## config.mk

```make
export PLATFORM = sky130hd
export DESIGN_NAME = uart_rx_fifo
export DESIGN_NICKNAME = d
export VERILOG_FILES = /design/src/rtl/uart_pkg.sv /design/src/rtl/uart_fifo_mem.sv /design/src/rtl/uart_rx_fifo.sv
export SDC_FILE = /design/constraint.sdc
export NUM_CORES = 1
export LEC_CHECK = 0
export CAP_MARGIN = 20
export CORE_ASPECT_RATIO = 2
export CORE_MARGIN = 2
export CORE_UTILIZATION = 25
export DETAILED_ROUTE_END_ITERATION = 12
export PLACE_DENSITY = 0.51
export SETUP_SLACK_MARGIN = 0.2
export SLEW_MARGIN = 30
export SYNTH_ARGS = -nofsm -noshare
export SYNTH_HDL_FRONTEND = slang
export SYNTH_SLANG_ARGS = --single-unit
```

## constraint.sdc

```tcl
create_clock -name clk -period 3.51 [get_ports clk]
set_input_delay 0.351 -clock clk [delete_from_list [all_inputs] [get_ports clk]]
set_output_delay 0.351 -clock clk [all_outputs]
set_load 0.05 [all_outputs]
```

## src/rtl/uart_pkg.sv

```systemverilog
// Shared UART types and sizing constants.
// Contents:
//   UART_DATA_W        - width of one UART character
//   DEFAULT_FIFO_DEPTH - default byte depth for UART FIFOs
//   uart_byte_t        - one received/transmitted character
//   rx_entry_t         - stored receive entry: error tag plus data byte
package uart_pkg;

  localparam int UART_DATA_W        = 8;
  localparam int DEFAULT_FIFO_DEPTH = 16;

  typedef logic [UART_DATA_W-1:0] uart_byte_t;

  typedef struct packed {
    logic       err;
    uart_byte_t data;
  } rx_entry_t;

endpackage

```

## src/rtl/uart_fifo_mem.sv

```systemverilog
// Simple dual-port register array: synchronous write, registered read.
// Intended to back both the RX and a future TX FIFO.
// Ports:
//   clk, rst             - clock; async active-high reset (read register only)
//   wr_en_i/wr_addr_i/wr_data_i - write port, commits on rising edge
//   rd_en_i/rd_addr_i    - read request; data appears on rd_data_o next cycle
//   rd_data_o            - registered read data, holds when rd_en_i is low
module uart_fifo_mem
  import uart_pkg::*;
#(
  parameter int DATA_W = UART_DATA_W,
  parameter int DEPTH  = DEFAULT_FIFO_DEPTH,
  parameter int ADDR_W = 4
) (
  input  logic              clk,
  input  logic              rst,
  input  logic              wr_en_i,
  input  logic [ADDR_W-1:0] wr_addr_i,
  input  logic [DATA_W-1:0] wr_data_i,
  input  logic              rd_en_i,
  input  logic [ADDR_W-1:0] rd_addr_i,
  output logic [DATA_W-1:0] rd_data_o
);

  logic [DATA_W-1:0] mem_q [DEPTH];
  logic [DATA_W-1:0] rd_data_q;

  // Array contents are not reset; only the read register is.
  always_ff @(posedge clk) begin
    if (wr_en_i) mem_q[wr_addr_i] <= wr_data_i;
  end

  // Same-address write and read in one cycle returns the old entry,
  // which is what a full FIFO with a simultaneous read relies on.
  always_ff @(posedge clk or posedge rst) begin
    if (rst)          rd_data_q <= '0;
    else if (rd_en_i) rd_data_q <= mem_q[rd_addr_i];
  end

  assign rd_data_o = rd_data_q;

endmodule

```

## src/rtl/uart_rx_fifo.sv

```systemverilog
// Receive FIFO sitting directly behind the UART receiver.
// Each rising edge of rx_valid_in captures one frame into a circular buffer;
// the consumer pops bytes with rd_en (one-cycle read latency).
// Optional build macro: FRAME_ERR_STORE_EN
//   defined   - errored frames are stored with a tag, returned on rd_err
//   undefined - errored frames are dropped, rd_err is tied 0
// Ports:
//   clk, rst       - clock; async active-high reset
//   rx_valid_in    - frame complete (edge-detected)
//   rx_error_in    - frame error, sampled with the rx_valid_in rising edge
//   rx_data_in     - received byte, sampled with the rx_valid_in rising edge
//   rd_en          - pop request
//   rd_data/rd_err - popped byte and its error tag, valid with rd_valid
//   rd_valid       - one-cycle pulse after an accepted pop
//   empty/full/almost_full/count - occupancy status
//   overrun        - sticky: a frame was lost to a full FIFO
//   frame_err      - sticky: an errored frame was received
//   clr_flags      - clears overrun and frame_err (a same-cycle set wins)
module uart_rx_fifo
  import uart_pkg::*;
#(
  parameter int DEPTH    = DEFAULT_FIFO_DEPTH,
  parameter int ADDR_W   = 4,
  parameter int AF_LEVEL = 12
) (
  input  logic             clk,
  input  logic             rst,
  input  logic             rx_valid_in,
  input  logic             rx_error_in,
  input  uart_byte_t       rx_data_in,
  input  logic             rd_en,
  output uart_byte_t       rd_data,
  output logic             rd_valid,
  output logic             rd_err,
  output logic             empty,
  output logic             full,
  output logic             almost_full,
  output logic [ADDR_W:0]  count,
  output logic             overrun,
  output logic             frame_err,
  input  logic             clr_flags
);

  localparam int CNT_W = ADDR_W + 1;
  localparam logic [ADDR_W:0] AF_CNT = CNT_W'(AF_LEVEL);

`ifdef FRAME_ERR_STORE_EN
  localparam int MEM_W = $bits(rx_entry_t);
`else
  localparam int MEM_W = UART_DATA_W;
`endif

  logic            rx_valid_q;
  logic [ADDR_W:0] wr_ptr_q, wr_ptr_d;
  logic [ADDR_W:0] rd_ptr_q, rd_ptr_d;
  logic [ADDR_W:0] count_q, count_d;
  logic            rd_valid_q;
  logic            overrun_q, overrun_d;
  logic            frame_err_q, frame_err_d;

  logic             wr_evt, err_drop, wr_accept, rd_accept;
  logic [MEM_W-1:0] mem_wr_data, mem_rd_data;

  assign empty       = (wr_ptr_q == rd_ptr_q);
  assign full        = (wr_ptr_q[ADDR_W] != rd_ptr_q[ADDR_W]) &&
                       (wr_ptr_q[ADDR_W-1:0] == rd_ptr_q[ADDR_W-1:0]);
  assign almost_full = (count_q >= AF_CNT);
  assign count       = count_q;
  assign overrun     = overrun_q;
  assign frame_err   = frame_err_q;
  assign rd_valid    = rd_valid_q;

  assign wr_evt    = rx_valid_in & ~rx_valid_q;
  assign rd_accept = rd_en & ~empty;

`ifdef FRAME_ERR_STORE_EN
  rx_entry_t rd_entry;
  assign err_drop    = 1'b0;
  assign mem_wr_data = {rx_error_in, rx_data_in};
  assign rd_entry    = mem_rd_data;
  assign rd_data     = rd_entry.data;
  assign rd_err      = rd_entry.err;
`else
  assign err_drop    = wr_evt & rx_error_in;
  assign mem_wr_data = rx_data_in;
  assign rd_data     = mem_rd_data;
  assign rd_err      = 1'b0;
`endif

  // A full FIFO still takes the write when a pop frees a slot the same cycle.
  assign wr_accept = wr_evt & ~err_drop & (~full | rd_accept);

  always_comb begin
    wr_ptr_d    = wr_ptr_q;
    rd_ptr_d    = rd_ptr_q;
    overrun_d   = overrun_q;
    frame_err_d = frame_err_q;
    if (wr_accept) wr_ptr_d = wr_ptr_q + 1'b1;
    if (rd_accept) rd_ptr_d = rd_ptr_q + 1'b1;
    count_d = wr_ptr_d - rd_ptr_d;
    if (clr_flags) begin
      overrun_d   = 1'b0;
      frame_err_d = 1'b0;
    end
    // Set events are applied after the clear so they take priority.
    if (wr_evt & ~err_drop & ~wr_accept) overrun_d   = 1'b1;
    if (wr_evt & rx_error_in)            frame_err_d = 1'b1;
  end

  // rx_valid_q resets high so a receiver already asserting valid
  // out of reset does not produce a phantom write.
  always_ff @(posedge clk or posedge rst) begin
    if (rst) begin
      rx_valid_q  <= 1'b1;
      wr_ptr_q    <= '0;
      rd_ptr_q    <= '0;
      count_q     <= '0;
      rd_valid_q  <= 1'b0;
      overrun_q   <= 1'b0;
      frame_err_q <= 1'b0;
    end else begin
      rx_valid_q  <= rx_valid_in;
      wr_ptr_q    <= wr_ptr_d;
      rd_ptr_q    <= rd_ptr_d;
      count_q     <= count_d;
      rd_valid_q  <= rd_accept;
      overrun_q   <= overrun_d;
      frame_err_q <= frame_err_d;
    end
  end

  uart_fifo_mem #(
    .DATA_W (MEM_W),
    .DEPTH  (DEPTH),
    .ADDR_W (ADDR_W)
  ) u_mem (
    .clk       (clk),
    .rst       (rst),
    .wr_en_i   (wr_accept),
    .wr_addr_i (wr_ptr_q[ADDR_W-1:0]),
    .wr_data_i (mem_wr_data),
    .rd_en_i   (rd_accept),
    .rd_addr_i (rd_ptr_q[ADDR_W-1:0]),
    .rd_data_o (mem_rd_data)
  );

endmodule

```

Yosys cells after proc, flatten, opt, wreduce, memory -nomap -nowiden --
Memory sizes are Yosys's and may differ from the RTL's. A register that Yosys moved wholly into a read port is not among the register bits. Cells that the tools add are included.
Storage, ports and cells: bits in registers 19, memory bits (writable) 128, input bits 14, output and inout bits 20, word-level logic and storage cells 37, memories kept 1
Cells by class: add/subtract/negate cells 3, magnitude comparators 1, eq/ne operators 3, multiplexer cells 7, bitwise operators 12, reduce and logical (&&, ||, !) cells 3
Memory list:
- u_mem.mem_q | depth 16, bits a word 8, read ports 1, clocked after memory_dff 1, write ports 1, RTL line uart_fifo_mem.sv:25 | logic [DATA_W-1:0] mem_q [DEPTH];
Operators with widths (count):
- adder 5 x 1 -> 5 bit, second input constant | 2
- two-way mux 5 bit | 2
- AND 1 bit | 6
- == test 5 bit | 1
- >= comparator 5 x 4 -> 1 bit, second input constant | 1
- two-way mux 1 bit | 5
- NOT 1 bit | 5
- subtractor 5 bit | 1
- == test 4 bit | 1
- nonzero test 2 bit | 2
- logical AND 1 bit | 1
- != test 1 bit | 1
- bitwise OR 1 bit | 1

Depth between registers and ports, before layout --
Gate-level depths: netlist of run 1.
depth after elaboration 9, depth in mapped cells 13, depth with buffers taken out 11

Modules after synthesis --
Synthesis of run 1 repeated with hierarchy kept, for this count alone.
Second synthesis, totals: cell total of the unflattened synthesis 324, area total of the unflattened synthesis 6344.8 um^2
Modules (own cells, without submodules):
- uart_fifo_mem | instances 1, cells each 241, area an instance 5335.1 um^2, seq. area each 4043.9 um^2
- uart_rx_fifo | instances 1, cells each 83, area an instance 1009.7 um^2, seq. area each 476.7 um^2

Worst setup path before layout of run 1 --
No wires, ideal clock.
path kind register to register, from register wr_ptr_q[3], to register count_q[4] (netlist: count[4]), library setup time 0.080 ns, data arrival time 2.604 ns, path slack 0.826 ns, stages on the path, launching flop included 14, buffers on the path 2, period minus slack after synthesis 2.684 ns, cell sequence dfrtp_1 > buf_2 > xor2_1 > nor4_4 > a21boi_1 > buf_2 > xor2_1 > ha_1 > inv_1 > fa_1 > a21o_1 > a21oi_1 > xnor2_1 > xnor2_1
On the way: elaborated cells between the ends (all ways) 12, those cells by class add/sub: 2; eq/ne: 2; mux: 2; bitwise: 5; reduce/logical: 1
RTL lines:
- from (decl) | RTL line uart_rx_fifo.sv:54 | logic [ADDR_W:0] wr_ptr_q, wr_ptr_d;
- from (signal assigned) | RTL line uart_rx_fifo.sv:123 | wr_ptr_q <= wr_ptr_d;
- == test 5 bit | RTL line uart_rx_fifo.sv:64 | assign empty = (wr_ptr_q == rd_ptr_q);
- NOT 1 bit | RTL line uart_rx_fifo.sv:74 | assign rd_accept = rd_en & ~empty;
- AND 1 bit | RTL line uart_rx_fifo.sv:74
- two-way mux 5 bit | RTL line uart_rx_fifo.sv:99 | if (rd_accept) rd_ptr_d = rd_ptr_q + 1'b1;
- via rd_ptr_d[0] | RTL line uart_rx_fifo.sv:55 | logic [ADDR_W:0] rd_ptr_q, rd_ptr_d;
- subtractor 5 bit | RTL line uart_rx_fifo.sv:100 | count_d = wr_ptr_d - rd_ptr_d;
- via count_d[4] | RTL line uart_rx_fifo.sv:56 | logic [ADDR_W:0] count_q, count_d;
- to (signal assigned) | RTL line uart_rx_fifo.sv:125 | count_q <= count_d;
- to (decl) | RTL line uart_rx_fifo.sv:56
The timed path passes the listed nets, and every way through them passes these cells. A chain may end at the register's enable or synchronous reset.

Worst setup path in the final report of run 1 --
from register wr_ptr_q[3], to register count_q[4] (netlist: count[4])
On the way: longest elaborated chain between the ends 7, elaborated cells between the ends (all ways) 12, those cells by class add/sub: 2; eq/ne: 2; mux: 2; bitwise: 5; reduce/logical: 1
Ends and longest elaborated chain:
- == test 5 bit or == test 4 bit (tied branches) | RTL line uart_rx_fifo.sv:64, uart_rx_fifo.sv:66
- NOT 1 bit or logical AND 1 bit (tied branches) | RTL line uart_rx_fifo.sv:74, uart_rx_fifo.sv:65
- AND 1 bit or NOT 1 bit (tied branches) | RTL line uart_rx_fifo.sv:74, uart_rx_fifo.sv:91
- bitwise OR 1 bit | RTL line uart_rx_fifo.sv:91 | assign wr_accept = wr_evt & ~err_drop & (~full | rd_accept);
- AND 1 bit | RTL line uart_rx_fifo.sv:91
- two-way mux 5 bit | RTL line uart_rx_fifo.sv:98 | if (wr_accept) wr_ptr_d = wr_ptr_q + 1'b1;
- subtractor 5 bit * | RTL line uart_rx_fifo.sv:100
- via count_d[4] | RTL line uart_rx_fifo.sv:56
Mark *: on every way through the listed nets, which the timed path passes. The rest lies on a longest branch.

==> run summary, run 1 <==
Least-Margin Pin Slew: 0.823 ns
PortBufs: 32
Setup Buffers After CTS: 0
Req. time, crit path: 3.78 ns
Unique masters post-synth: 39
Total Wirelength: 13000 µm
Post-Synth Adder-Cell Area: 2.07%
Power Dens Cells: 817 nW/µm²
CP Launch Type: flop
die footprint: 27000 µm²
top-area cell type share of the netlist area: 59.9%
Final Hold Vio Count: 0
Place WS: 0.560 ns
largest net degree at the start of global routing: 53
Critical-path top delay cell: dfrtp_1
mean post-synth cell area: 17.7 µm²
number of core rows: 83
Final Skew: 0.00879 ns
H-tree levels: 4
simple-gate share of the synthesized area: 5.17%
Max stage delay on crit path: 0.49 ns
Synth Area in Compound Gates: 4.49%
setup ws final: 0.634 ns
fin. max-slew vios: 0
crit-path leading delay family: XOR/XNOR gates
RSZ-0062 raised after global routing: no
fin crit period: 2.88 ns
area of the mapped netlist: 6410 µm²
initial core utilization: 25.2%
main area contributors after synthesis: edfxtp_1, dfrtp_1, mux4_1, mux4_2, ha_1
Final ANT Viol Nets: 0
synth-to-layout area growth: 20.0%
global placement routability congestion: 0.743
arrival time at the worst endpoint: 3.15 ns
XOR/XNOR Fraction of Synth Area: 2.73%
Root Buffer: clkbuf_16
placed cells: 731
max cap viols: 0
# nets final: 434
fin area: 7700 µm²
Worst-Skew Late Latency: 0.42 ns
Fmax: 348 MHz
Total GRT Usage: 10.2%
async set-reset flop share out of synthesis: 17.4%
fin crit share: 82.0%
# DRC: 0
# diodes: 0
Synth Warn #: 0
post-route non-filler standard cell count: 762
I/O Pins: 34
setup tns final: 0 ns
status: complete, no violations
fill cell count: 2508
most frequent cell on the critical path: xnor2_1
gr ovfl total: 0
Crit. End Element: flop
drt wl/cell: 17.0 µm
slew margin rel.: 43.7%
Hold Buf Count CTS: 0
core area: 25400 µm²
Top FF cell, synth: edfxtp_1
Syn Inst Count: 362
critical path type: flop to flop
CTS clk-pin slew, worst paths: 0.06 ns
largest family of logic cells by synthesized area: multiplexers
drt via density: 4.22
Seq cells post-synth: 155
Post-Place Cell Area: 7140 µm²
vias: 3219
fraction of layout cells with a size suffix above 1: 16.1%
syn_nets: 386
Setup-failing EPs final: 0
initial antenna violation count: 0
Seq/Total Area, Yosys: 70.5%
DR pass1 iterations: 4
EDFF count, synth: 128
Max FO, Critical Path: 10
most instantiated cells after synthesis: edfxtp_1, dfrtp_1, nor2_1
maximum vdd drop: 0.359 mV
vias in the first global route: 3307
Worst Hold Class: primary input to asynchronous set/reset pin
Synth area leader: edfxtp_1
CP bufs+invs: 1
first-pass GRT wire length: 20000 µm
Iteration-0 DRC Markers: 170
DIE HEIGHT: 231 µm
count leader, synth: edfxtp_1
CTS tree: built
clk buf depth: 2
CTS buffer count: 17
CTS resizes: 0
Post-DP HPWL: 8270 µm
worst-path cell chain: xor2_1 > nor4_4 > a21oi_2 > xnor2_1 > ha_1 > inv_1 > fa_1 > a21o_1 > a21oi_1 > xnor2_1 > xnor2_1
mux share of post-synthesis cell area: 12.3%
leakage power: 2.64 nW
clk sinks: 155
die width: 117 µm
[kinds of logic after synthesis]
group | Yosys count
AO/OA/AOI/OAI | 43
XOR/XNOR | 20
adder cells (fa/ha/maj) | 10
buffers and inverters | 29
flip-flops | 155
multiplexers | 41
other | 1
AND/OR/NAND/NOR | 63
[cells in the final DEF, fill, tap and decap left out, drive strengths merged, types with 3 or more instances in the layout]
master         netlist  layout
a211oi               8       8
a2111oi              8       8
nor2                23      23
buf                 14      19
mux2                 9       9
nor2b               16      16
a21o                 3       3
clkbuf               6      19
nand4                3       3
clkinv               0       8
mux2i                8       8
ha                   9       9
inv                  9      10
clkdlybuf4s50        0      30
mux4                24      24
a21oi               19      19
xor2                11      11
xnor2                9       9
dfrtp               26      26
edfxtp             128     128
nor3                 4       4
nand2                8       8
[worst paths after layout]
path | startpoint | end | slack (ns) | cells past startpoint
setup / recovery | wr_ptr_q[3] | count[4] | 0.63 | 11
setup reg to reg | wr_ptr_q[3] | count[4] | 0.63 | 11
hold / removal | rst | frame_err | 0.33 | 2
min in group clk | rx_valid_in | rx_valid_q | 0.40 | 1
hold reg to reg | frame_err | frame_err | 0.51 | 1
max in group asynchronous | rst | rd_ptr_q[2] | 2.76 | 2
[power by group]
part / internal (mW) / switching [mW]
sequential: 2.18 / 0.127
clock: 1.04 / 0.696
combinational: 0.913 / 1.34
total: 4.13 / 2.16
[worst register-to-register path, delay by kind of cell (launching register included)]
kind                     cells  cell delay, ns
XOR/XNOR                     4            0.71
adder cells (fa/ha/maj)      2            0.58
AO/OA/AOI/OAI                3            0.54
flip-flops                   1            0.49
AND/OR/NAND/NOR              1            0.35
buffers and inverters        1            0.06
[flip-flops by register name (all words and copies together), names as in the netlist]
signal,flops
rx_valid_q,1
frame_err,1
overrun,1
wr_ptr_q,5
u_mem.rd_data_o,8
count,5
u_mem.mem_q,128
rd_ptr_q,5
rd_valid,1
[stage by stage]
step                      hold slack [ns]  utilization (%)  total power, mW
after floorplan                     0.355                -             4.02
after global placement              0.503             28.1             4.65
after detailed placement            0.516             28.1             4.64
after CTS                           0.334             30.3             6.39
after global routing                0.369             30.3             6.65
final                               0.329             30.3             6.29
[layer usage]
metal | up-vias | wire [µm] | GRT usage (%) | part of all wire, %
li1 | 1507 | - | - | -
met1 | 1630 | 6010 | 14.2 | 46
met2 | 68 | 6390 | 15.8 | 49
met3 | 14 | 451 | 2.21 | 3.5
met4 | 0 | 134 | 3.09 | 1.0
met5 | - | 0 | 0 | 0
[layout make-up]
cell class                 instances  area, µm²  share of cell area [%]
clock inverter                    12        125                    1.63
tap                              340        425                    5.53
inverter                           9       33.8                   0.439
multi-input combinational        178       1720                    22.3
clock buffer                      19        433                    5.62
timing repair buffer              49        443                    5.75
sequential                       155       4520                    58.7
Note: power is estimated with default switching activity, not from simulation.
==> run 2, diff against run 1 <==
==> constraint.sdc (replaced) <==
create_clock -name clk -period 2.9 [get_ports clk]
set_input_delay 0.29 -clock clk [delete_from_list [all_inputs] [get_ports clk]]
set_output_delay 0.29 -clock clk [all_outputs]
set_load 0.05 [all_outputs]
==> run summary, run 2 (same netlist as run 1, synthesis figures left out) <==
fin crit share: 87.8% (+5.8 points)
# nets final: 449 (+3.5%)
number of core rows: 83 (unchanged)
Total Wirelength: 13200 µm (+1.5%)
Setup-failing EPs final: 0 (unchanged)
drt wl/cell: 17.0 µm (-0.35%)
Crit. End Element: flop
clk sinks: 155 (unchanged)
r2r startpoint: rd_ptr_q[1]
Reg power frac: 35.4% (-1.3 points)
CTS buffer count: 17 (unchanged)
max cap viols: 0 (unchanged)
Post-DP HPWL: 8400 µm (+1.6%)
Worst Hold Class: primary input to asynchronous set/reset pin
first-pass GRT wire length: 19800 µm (-0.90%)
leakage power: 2.73 nW (+3.6%)
CP Launch Type: flop
Final Skew: 0.0128 ns (+0.00398 ns)
drt via density: 4.21 (-0.43%)
initial core utilization: 25.2% (unchanged)
initial antenna violation count: 0 (unchanged)
clk buf depth: 2 (unchanged)
Total GRT Usage: 10.2% (-0.043 points)
Root Buffer: clkbuf_16
PortBufs: 32 (unchanged)
Fmax: 393 MHz (+13%)
maximum vdd drop: 0.409 mV (+14%)
# diodes: 0 (unchanged)
CTS clk-pin slew, worst paths: 0.06 ns (about the same)
CTS tree: built
RSZ-0062 raised after global routing: yes
status: complete, no violations
synth-to-layout area growth: 23.4%
Max FO, Critical Path: 5 (-5)
gr ovfl total: 0 (unchanged)
# DRC: 0 (unchanged)
Clock power frac: 25.6% (-2.0 points)
Comb power frac: 39.0% (+3.2 points)
Largest Register: u_mem.mem_q
most frequent cells in the layout: edfxtp_1, clkdlybuf4s50_1, buf_4, dfrtp_1, nor2_1
H-tree levels: 4 (unchanged)
Iteration-0 DRC Markers: 169 (-0.59%)
fin crit period: 2.55 ns (-0.330 ns)
die footprint: 27000 µm² (unchanged)
Final Hold Vio Count: 0 (unchanged)
core area: 25400 µm² (unchanged)
max reg flops: 128 (unchanged)
DIE HEIGHT: 231 µm (unchanged)
switching fraction of total power: 34.9% (+0.56 points)
Power Dens Cells: 988 nW/µm² (+21%)
fin. max-slew vios: 0 (unchanged)
Final ANT Viol Nets: 0 (unchanged)
die width: 117 µm (unchanged)
reg-to-reg slack, setup: 0.35 ns (-0.28 ns)
setup tns final: 0 ns (unchanged)
Req. time, crit path: 3.24 ns (-0.54 ns)
vias in the first global route: 3318 (+0.33%)
vias: 3264 (+1.4%)
Hold Buf Count CTS: 0 (unchanged)
slew margin rel.: 53.2% (+9.6 points)
I/O Pins: 34 (unchanged)
Least-Margin Pin Slew: 0.701 ns (-0.122 ns)
largest net degree at the start of global routing: 53 (unchanged)
total power: 7.82 mW (+24%)
fraction of layout cells with a size suffix above 1: 22.0% (+5.9 points)
crit path from: rd_ptr_q[1]
DR pass1 iterations: 5 (+1)
P_int: 5.09 mW (+23%)
switching pwr: 2.73 mW (+26%)
Worst-Skew Late Latency: 0.42 ns (about the same)
global placement routability congestion: 0.750 (+0.94%)
most common cell after layout, fill and taps aside: edfxtp_1
critical path type: flop to flop
arrival time at the worst endpoint: 2.89 ns (-0.26 ns)
run 2: changes by cell type in the layout (fill, tap and decap cells not counted), sizes merged:
| cell | previous run | this run |
|---|---|---|
| buf | 19 | 34 |
| bufinv | 2 | 1 |
| clkinvlp | 1 | 4 |
| clkinv | 8 | 5 |
run 2: final timing paths:
kind,to,cells past startpoint
setup / recovery,count[4],12
hold / removal,overrun,2
setup reg to reg,count[4],12
hold reg to reg,frame_err,1
max in group asynchronous,rd_ptr_q[2],2
min in group clk,rx_valid_q,1
run 2: worst max-delay path, stage by stage, from the launching register on:
cell	delay (ns)
dfrtp_1	0.40
xor2_2	0.19
nor4_4	0.28
buf_6	0.16
a21oi_4	0.08
xnor2_2	0.17
ha_2	0.19
inv_1	0.05
fa_2	0.35
a21o_1	0.18
a21oi_2	0.16
xnor2_2	0.13
xnor2_1	0.13
run 2: final cells by class:
cell class                      instances  area, µm²
Fill cell                            2497      17500
Sequential cell                       155       4520
Multi-Input combinational cell        178       1810
Timing Repair Buffer                   64        588
Clock buffer                           19        433
Tap cell                              340        425
Clock inverter                         11        100
Inverter                                9       33.8
run 2: per-layer routing:
| layer | vias up | track usage [%] | routed length (µm) |
|---|---|---|---|
| met1 | 1650 | 13.8 | 6100 |
| met5 | - | 0 | 0 |
| met4 | 0 | 2.98 | 167 |
| li1 | 1534 | - | - |
| met3 | 11 | 2.52 | 356 |
| met2 | 69 | 16.0 | 6550 |
run 2: power groups by stage:
stage                     Clock [mW]  Combinational, mW  Sequential [mW]
after floorplan                    0               1.74             3.12
after global placement             0               2.93             2.79
after detailed placement           0               2.93             2.80
after CTS                       2.05               2.99             2.76
after global routing            2.14               3.31             2.79
final                           2.00               3.05             2.77
run 2: repair_timing:
action                     CTS  global route
pin swaps                    2             5
setup endpoints to repair    1             1
cloned                       0             0
gates resized for setup      6            12
setup buffers                1             2
run 2: stage by stage:
step	instances	setup slack [ns]	util [%]	instance area [µm²]	hold slack, ns
after floorplan	362	0.216	-	6410	0.294
after global routing	776	0.190	31.1	7910	0.314
after global placement	743	0.163	28.5	7260	0.482
final	776	0.354	31.1	7910	0.251
after detailed placement	743	0.120	28.5	7260	0.486
after CTS	774	0.235	30.8	7830	0.267
==> run 3, diff against run 2 <==
--- a/config.mk
+++ b/config.mk
@@ -12,7 +12,7 @@
 export DETAILED_ROUTE_END_ITERATION = 12
 export PLACE_DENSITY = 0.51
 export SETUP_SLACK_MARGIN = 0.2
-export SLEW_MARGIN = 30
+export SLEW_MARGIN = 20
 export SYNTH_ARGS = -nofsm -noshare
 export SYNTH_HDL_FRONTEND = slang
 export SYNTH_SLANG_ARGS = --single-unit
==> run summary, run 3 (same netlist as run 1, synthesis figures left out) <==
switching fraction of total power: 34.8% (about the same)
# DRC: 0 (unchanged)
maximum vdd drop: 0.410 mV (+0.19%)
# diodes: 0 (unchanged)
clk sinks: 155 (unchanged)
gr ovfl total: 0 (unchanged)
Final Skew: 0.00877 ns (-0.00401 ns)
fin. max-slew vios: 0 (unchanged)
number of core rows: 83 (unchanged)
# nets final: 449 (unchanged)
arrival time at the worst endpoint: 2.92 ns (+0.03 ns)
Comb power frac: 39.0% (about the same)
Crit. End Element: flop
vias: 3252 (-0.37%)
Reg power frac: 35.4% (about the same)
CP Launch Type: flop
P_int: 5.09 mW (about the same)
Total Wirelength: 13200 µm (about the same)
reg-to-reg slack, setup: 0.31 ns (-0.04 ns)
status: complete, no violations
die width: 117 µm (unchanged)
leakage power: 2.74 nW (+0.17%)
DIE HEIGHT: 231 µm (unchanged)
slew margin rel.: 52.1% (-1.1 points)
fill cell count: 2510 (+0.52%)
H-tree levels: 4 (unchanged)
Least-Margin Pin Slew: 0.718 ns (+0.0168 ns)
Req. time, crit path: 3.23 ns (about the same)
synth-to-layout area growth: 23.3% (about the same)
Largest Register: u_mem.mem_q
I/O Pins: 34 (unchanged)
PortBufs: 32 (unchanged)
max reg flops: 128 (unchanged)
fin crit period: 2.59 ns (+0.0395 ns)
core area: 25400 µm² (unchanged)
switching pwr: 2.72 mW (-0.14%)
max cap viols: 0 (unchanged)
setup tns final: 0 ns (unchanged)
Max stage delay on crit path: 0.41 ns (about the same)
vias in the first global route: 3299 (-0.57%)
largest net degree at the start of global routing: 53 (unchanged)
initial core utilization: 25.2% (unchanged)
Power Dens Cells: 989 nW/µm² (about the same)
CP bufs+invs: 2 (unchanged)
CTS buffer count: 17 (unchanged)
Final Hold Vio Count: 0 (unchanged)
Hold Buf Count CTS: 0 (unchanged)
Final ANT Viol Nets: 0 (unchanged)
Critical-path top delay cell: dfrtp_1
most frequent cells in the layout: edfxtp_1, buf_4, clkdlybuf4s50_1, dfrtp_1, nor2_1
Root Buffer: clkbuf_16
Clock power frac: 25.7% (about the same)
placed cells: 743 (unchanged)
fraction of layout cells with a size suffix above 1: 21.6% (-0.46 points)
drt wl/cell: 17.0 µm (about the same)
worst-path cell chain: xor2_2 > nor4_4 > buf_4 > a21oi_4 > buf_4 > nand2_1 > xnor2_2 > ha_1 > a21o_1 > a21oi_2 > xnor2_2 > xnor2_1
first-pass GRT wire length: 19900 µm (+0.18%)
drt via density: 4.19 (-0.37%)
post-route non-filler standard cell count: 776 (unchanged)
Post-DP HPWL: 8380 µm (-0.21%)
clk buf depth: 2 (unchanged)
RSZ-0062 raised after global routing: yes
Total GRT Usage: 10.2% (+0.023 points)
Max FO, Critical Path: 7 (+2)
DR pass1 iterations: 4 (-1)
global placement routability congestion: 0.750 (unchanged)
most common cell after layout, fill and taps aside: edfxtp_1
fin crit share: 89.2% (+1.4 points)
die footprint: 27000 µm² (unchanged)
crit-path leading delay family: XOR/XNOR gates
Setup-failing EPs final: 0 (unchanged)
initial antenna violation count: 0 (unchanged)
CTS tree: built
Iteration-0 DRC Markers: 193 (+14%)
CTS clk-pin slew, worst paths: 0.06 ns (about the same)
Worst-Skew Late Latency: 0.41 ns (about the same)
critical path type: flop to flop
Fmax: 387 MHz (-1.5%)
Worst Hold Class: primary input to asynchronous set/reset pin
run 3: power groups by stage:
stage          logic (mW)  clock network [mW]  registers [mW]
6_report             3.05                2.01            2.76
3_3_place_gp         2.93                   0            2.79
2_1_floorplan        1.74                   0            3.12
4_1_cts              3.00                2.06            2.76
5_1_grt              3.30                2.14            2.79
3_5_place_dp         2.93                   0            2.80
run 3: what timing repair did:
| action | 4_1_cts | 5_1_grt |
|---|---|---|
| endpoints found under the setup margin | 1 | 1 |
| buffers inserted | 1 | 2 |
| gates resized for setup | 8 | 9 |
| cloned | 0 | 0 |
| pin swaps | 2 | 6 |
run 3: worst paths after layout:
check	startpoint	end	cells past startpoint
worst min register to register	frame_err	frame_err	1
worst min-delay path	rst	overrun	2
max in group asynchronous	rst	rd_ptr_q[2]	2
worst max-delay path	wr_ptr_q[3]	count[4]	12
worst max register to register	wr_ptr_q[3]	count[4]	12
min in group clk	rx_valid_in	rx_valid_q	1
run 3: final cells by class:
class / instances / area, µm² / share of cell area [%]
sequential: 155 / 4520 / 57.2
multi-input combinational: 178 / 1800 / 22.8
timing repair buffer: 64 / 588 / 7.44
clock buffer: 20 / 437 / 5.52
tap: 340 / 425 / 5.38
clock inverter: 10 / 97.6 / 1.23
inverter: 9 / 33.8 / 0.427
run 3: worst register-to-register path: stages (launching register included):
cell     delay, ns
dfrtp_1       0.41
xor2_2        0.26
nor4_4        0.07
buf_4         0.17
a21oi_4       0.19
buf_4         0.18
nand2_1       0.11
xnor2_2       0.16
ha_1          0.34
a21o_1        0.21
a21oi_2       0.16
xnor2_2       0.13
xnor2_1       0.13
run 3: routing by layer:
| layer | up-vias | GRT usage (%) | wire length, µm |
|---|---|---|---|
| li1 | 1534 | - | - |
| met1 | 1635 | 13.9 | 6070 |
| met2 | 70 | 15.9 | 6440 |
| met3 | 13 | 2.55 | 481 |
| met4 | 0 | 3.13 | 187 |
| met5 | - | 0 | 0 |
run 3: stage by stage:
step                power [mW]  hold slack [ns]  setup slack (ns)  cell area [µm²]  util (%)
floorplan                 4.86            0.294             0.216             6410         -
global placement          5.72            0.482             0.163             7260      28.5
detailed placement        5.73            0.486             0.123             7260      28.5
CTS                       7.82            0.326             0.245             7840      30.8
global route              8.23            0.318             0.194             7910      31.1
finish                    7.82            0.264             0.314             7910      31.1
